## src/rtl/ft_sat_cnt.sv

```systemverilog
// ft_sat_cnt -- saturating up-counter with synchronous clear.
//
// Parameters:
//   WIDTH    counter width
// Ports:
//   wr_clk   clock
//   nrst     asynchronous active-low reset, clears the count
//   clr      synchronous clear; takes priority over inc
//   inc      count up by one; the count holds at all-ones
//   cnt      current count
module ft_sat_cnt #(
   parameter int WIDTH = 16
) (
   input  logic             wr_clk,
   input  logic             nrst,
   input  logic             clr,
   input  logic             inc,
   output logic [WIDTH-1:0] cnt
);

   always_ff @(posedge wr_clk or negedge nrst) begin
      if (!nrst) begin
         cnt <= '0;
      end else if (clr) begin
         cnt <= '0;
      end else if (inc && (cnt != {WIDTH{1'b1}})) begin
         cnt <= cnt + WIDTH'(1);
      end
   end

endmodule

```

## config.mk

```make
export PLATFORM = sky130hd
export DESIGN_NAME = ft_sat_cnt
export DESIGN_NICKNAME = d
export VERILOG_FILES = /design/src/rtl/ft_sat_cnt.sv
export SDC_FILE = /design/constraint.sdc
export NUM_CORES = 1
export LEC_CHECK = 0
export BUFFER_PORTS_ARGS = -buffer_cell sky130_fd_sc_hd__buf_2
export CORE_MARGIN = 5
export CORE_UTILIZATION = 52
export DETAILED_ROUTE_END_ITERATION = 10
export PLACE_DENSITY = 0.75
export SYNTH_ARGS = -nofsm -noshare
export SYNTH_HDL_FRONTEND = slang
export SYNTH_SLANG_ARGS = --single-unit
export TNS_END_PERCENT = 20
```

## constraint.sdc

```tcl
create_clock -name wr_clk -period 2.06 [get_ports wr_clk]
set_input_delay 0.412 -clock wr_clk [delete_from_list [all_inputs] [get_ports wr_clk]]
set_output_delay 0.412 -clock wr_clk [all_outputs]
set_load 0.02 [all_outputs]
```

; ---- Word-level counts from Yosys, hierarchy flattened
; Index checks and enable logic that the tools add are counted.
[word_totals]
word_cells = 7
ff_bits = 16
out_inout_bits = 16
in_bits = 4
[classes]
n_addsub = 1
n_reduce_logical = 2
muxes = 2
eq_ne = 1
[op_table]
columns = operator, n
row1 = two-way mux 16 bit, 2
row2 = "adder 16 x 1 -> 16 bit, second input constant", 1
row3 = "!= test 16 bit, second input constant", 1
row4 = nonzero test 2 bit, 1
row5 = logical AND 1 bit, 1

; ---- Depth between registers and ports, before layout
[logic_depth]
ltp_word = 4
ltp_mapped = 6
depth_no_buf = 5

; ---- Least setup slack after synthesis
; OpenSTA, ideal clock, no wires.
[synth_path]
kind = register -> register
start = register cnt[0]
end = register cnt[15]
t_arrival_ps = 1756
stages_incl_launch_ff = 6
path_buffers = 0
t_required_ps = 1932
setup_slack_ps = 177
setup_time_ps = 128
synth_period_minus_slack_ps = 1883
cell_sequence = dfrtp_1 -> ha_1 -> nand4_2 -> nor4_4 -> nor4_1 -> mux2_1
[synth_between]
elab_chain_len = 3
word_cells_on_any_way = 6
cone_classes = 1 x add/sub / 1 x eq/ne / 2 x mux / 2 x reduce/logical
[synth_rtl]
columns = element, line_no
row1 = start: declaration, 18  ; output logic [WIDTH-1:0] cnt
row2 = start signal: assignment, 27  ; cnt <= cnt + WIDTH'(1);
row3 = adder 16 x 1 -> 16 bit / != test 16 bit (equally long branches), "27, 26"
row4 = two-way mux 16 bit / logical AND 1 bit (equally long branches), 26  ; end else if (inc && (cnt != {WIDTH{1'b1}})) begin
row5 = two-way mux 16 bit / nonzero test 2 bit (equally long branches), n/a
; Parallel ways exist; a longest one is shown, timed or not. The select of a mux whose other input is x is not followed.
; A chain may end at the register's enable or synchronous reset.

; ---- Worst setup path after layout
[layout_path]
start = register cnt[0]
end = register cnt[3]
; Same word-level chain as after synthesis.

==> results.md <==
Setup path:
- The class of the most critical setup path is flop to flop.
- At the worst endpoint, the arrival time is 2.15 ns.
- The largest individual stage delay along the critical path comes from the cell or4_2.
- For the worst setup path, the data required time is 2.28 ns.
- The startpoint of the lowest-slack register-to-register path is cnt[0].
- For this run, the slowest stage of the critical path takes 0.60 ns.
- STA classifies the critical path startpoint as a flop.
- The maximum fanout count along the critical path is 13.
- The critical path goes through ha_1 -> nand4_2 -> nor4_4 -> buf_4 -> or4_2 -> a21oi_1.
- The worst setup path is captured at a flop.
- The critical path starts at cnt[0].

Floorplanning:
- The y dimension of the die is 52.6 um.
- The floorplan step defined a die boundary enclosing 2760 sq um.
- The floorplan core area is 1730 sq um.
- Pin placement for this block handled 20 I/O pins.
- The die is 52.6 um wide.
- Once the floorplan was initialized, standard cells occupied 54.6% of the core.
- The initialized floorplan defines 15 standard-cell rows.

Detailed routing:
- The first detailed-routing pass ran for 4 iterations.
- The via count is 840.
- After the first detailed-routing iteration, the DRC count stood at 16.
- The post-detailed-route DRC marker count is 0.
- The final routed wirelength across all metal layers is 2.19 mm.
- The count of nets left with antenna violations once routing finished came out at 0.
- The average via count per standard cell is 5.92.
- After detailed routing, the average wire length per cell comes to 15.4 um.

Power and ir drop:
- The static power due to leakage is 0.498 nW.
- The maximum vdd drop is 0.000318 V.
- Dividing total power by cell area gives a power density of 525 nW/um^2.
- Summing internal, switching and leakage power gives 0.000570 W.

Global route:
- The first-pass GRT wire length is 3.40 mm.
- The via count of the first global-routing pass is 732.
- The overall global routing resource usage is 16.9%.
- The largest net degree at the start of global routing is 23.
- The number of antenna violations at the first check in global routing is 0.
- The sum of overflow across all layers after global routing is 0.

Synthesis:
- Sequential cells were found to cover 42.5% of the synthesized design area.
- The average cell area after synthesis is 9.61 sq um.
- The post-synthesis sequential element count is 16.
- The total standard cell area after synthesis is 942 sq um.
- Synthesis handed over a netlist of 98 instances.
- The post-synthesis cell type count is 28.
- When the netlist entered floorplanning its net count stood at 103.
- The number of warning messages in the yosys log is 0.

Timing:
- The clock period could shrink to 1.93 ns.
- Across all setup checks in the final design, the least slack found is 0.131 ns.
- The maximum clock frequency is 0.518 GHz.
- The share of the cycle needed by the critical path after routing is 93.6%.
- The count of final hold-check violations is 0.
- The count of pins over their slew limit is 0.
- The worst slew margin relative to its limit is 62.7%.
- The number of setup violations in the final report is 0.
- The worst clock skew is 0.00459 ns.
- Setup repair after global routing left no endpoint under its margin.
- The final sum of negative setup slack is 0 ns.
- The measured slew at the worst slew-check pin is 0.559 ns.

Clocking:
- Clock-pin slew was measured on the worst setup and hold paths at 0.10 ns.
- Post-CTS repair changed the size of 0 cells.
- Clock latency on the worst-skew pair, taken at its later pin, is 0.29 ns.
- The TritonCTS clock tree is done.
- The total number of clock tree sinks is 16.
- The clock buffer count from CTS is 3.
- The level count of the clock H-tree is 1.
- Hold repair after CTS inserted 0 buffers.
- The post-CTS setup-driven buffer insertion count is 0.
- The clock root buffer is clkbuf_4.
- The maximum count of clock buffers along a single path is 2.

Cells and area:
- Summing all multi-input logic gate instances after layout gives 504 sq um.
- The register containing the most flip-flops in the final layout is cnt.
- The share of layout cells above drive strength 1 is 28.2%.
- The largest registers in the layout are cnt x16.
- The sequential cells in the finished layout cover a total of 400 sq um.
- After the last flow step, the layout net total stands at 123.
- Counting the fill cells in the layout gives 160.
- The number of antenna diodes in the final layout is 0.
- The flip-flop count of the largest register, all copies and words added is 16.
- Compared with the post-synthesis result, the final layout area differs by 15.3%.

Flow run:
- The count of max-cap constraint violations is 0.

Placed design:
- The wire-length estimate of the detail-placed layout is 1.47 mm.
- At the placement stage, the worst setup path has a slack of 0.177 ns.
- The number of I/O port buffers is 19.
- At the end of routability-driven placement, the weighted congestion stood at 0.777.

Min path:
- The min-delay analysis places its worst path in the category input port to async pin.

Status:
- The flow ran to the end, and the final reports show no timing, DRC or antenna violations.
-- kinds of logic (layout without fill, tap and decap cells) --
| group | Yosys count | in the layout | share of synthesized area [%] |
|---|---|---|---|
| AO/OA/AOI/OAI | 24 | 24 | 16.2 |
| adder cells (fa/ha/maj) | 1 | 1 | 1.33 |
| buffers and inverters | 8 | 27 | 3.98 |
| flip-flops | 16 | 16 | 42.5 |
| multiplexers | 4 | 4 | 4.78 |
| AND/OR/NAND/NOR | 45 | 45 | 31.2 |
-- cell usage in the layout (no fill, tap or decap), types with 2 or more instances in the layout --
| cell type | count |
|---|---|
| and4_2 | 2 |
| nand3_1 | 3 |
| and3_1 | 2 |
| mux2_1 | 4 |
| nor2_1 | 4 |
| inv_1 | 3 |
| nand2_1 | 6 |
| or4_2 | 2 |
| o21ai_1 | 3 |
| clkbuf_4 | 3 |
| nor2b_1 | 4 |
| dfrtp_1 | 16 |
| nand4_1 | 6 |
| o31ai_1 | 7 |
| nor4_1 | 4 |
| a21oi_1 | 11 |
| buf_2 | 19 |
| or4_1 | 5 |
| or3_1 | 2 |
-- worst max-delay path, delay by kind of cell, from the launching register on --
| family | cells | cell delay (ns) |
|---|---|---|
| and+or+nand+nor | 3 | 0.81 |
| adders and majority gates | 1 | 0.27 |
| DFF | 1 | 0.44 |
| AOI/OAI and AO/OA | 1 | 0.16 |
| buffers and inverters | 1 | 0.18 |
-- metrics by stage --
stage          cell area (sq um)  utilization, %  hold WS [ns]  instances
2_1_floorplan                942               -         0.116         98
3_3_place_gp                1050            60.8         0.339        138
3_5_place_dp                1050            60.8         0.344        138
4_1_cts                     1090            62.9        0.0216        142
5_1_grt                     1090            62.9        0.0405        142
6_report                    1090            62.9        0.0135        142
-- cell type report --
class                      instances  share of cell area (%)
multi-input combinational         74                    46.4
sequential                        16                    36.9
timing repair buffer              20                    9.45
clock buffer                       4                    3.34
tap                               25                    2.88
inverter                           3                    1.04
-- Yosys cell counts (all sizes together) --
library cell,instances,area [sq um]
dfrtp,16,400
a21oi,11,55.1
nand4,7,50.1
o31ai,7,52.6
or4,7,55.1
nand2,6,22.5
nor4,5,46.3
clkbuf,4,15.0
mux2,4,45.0
nor2,4,15.0
nor2b,4,25.0
o21ai,4,20.0
inv,3,11.3
nand3,3,15.0
or3,3,20.0
and3,2,12.5
and4,2,20.0
a211oi,1,12.5
buf,1,11.3
ha,1,12.5
nand3b,1,7.51
nor3,1,5.00
o211ai,1,12.5
-- layer usage --
metal  GRT usage [%]  vias to the layer above  routed length (um)
li1                -                      417                   -
met3            3.42                        4                 111
met1            23.2                      395                1070
met2            25.4                       24                 982
met5               0                        -                   0
met4            7.66                        0                  24
-- power by group --
part,internal [W],switching (W)
logic,0.00000924,0.0000275
registers,0.000317,0.00000407
clock network,0.000108,0.000105
-- path summary, 6_finish.rpt --
check                           endpoint  slack (ns)  cells past startpoint
worst min register to register   cnt[14]        0.60                      2
min in group wr_clk               cnt[1]        0.44                      3
worst max-delay path              cnt[3]        0.13                      6
max in group asynchronous         cnt[3]        1.78                      1
worst max register to register    cnt[3]        0.13                      6
worst min-delay path             cnt[13]        0.01                      1
Note: power is estimated with default switching activity, not from simulation.
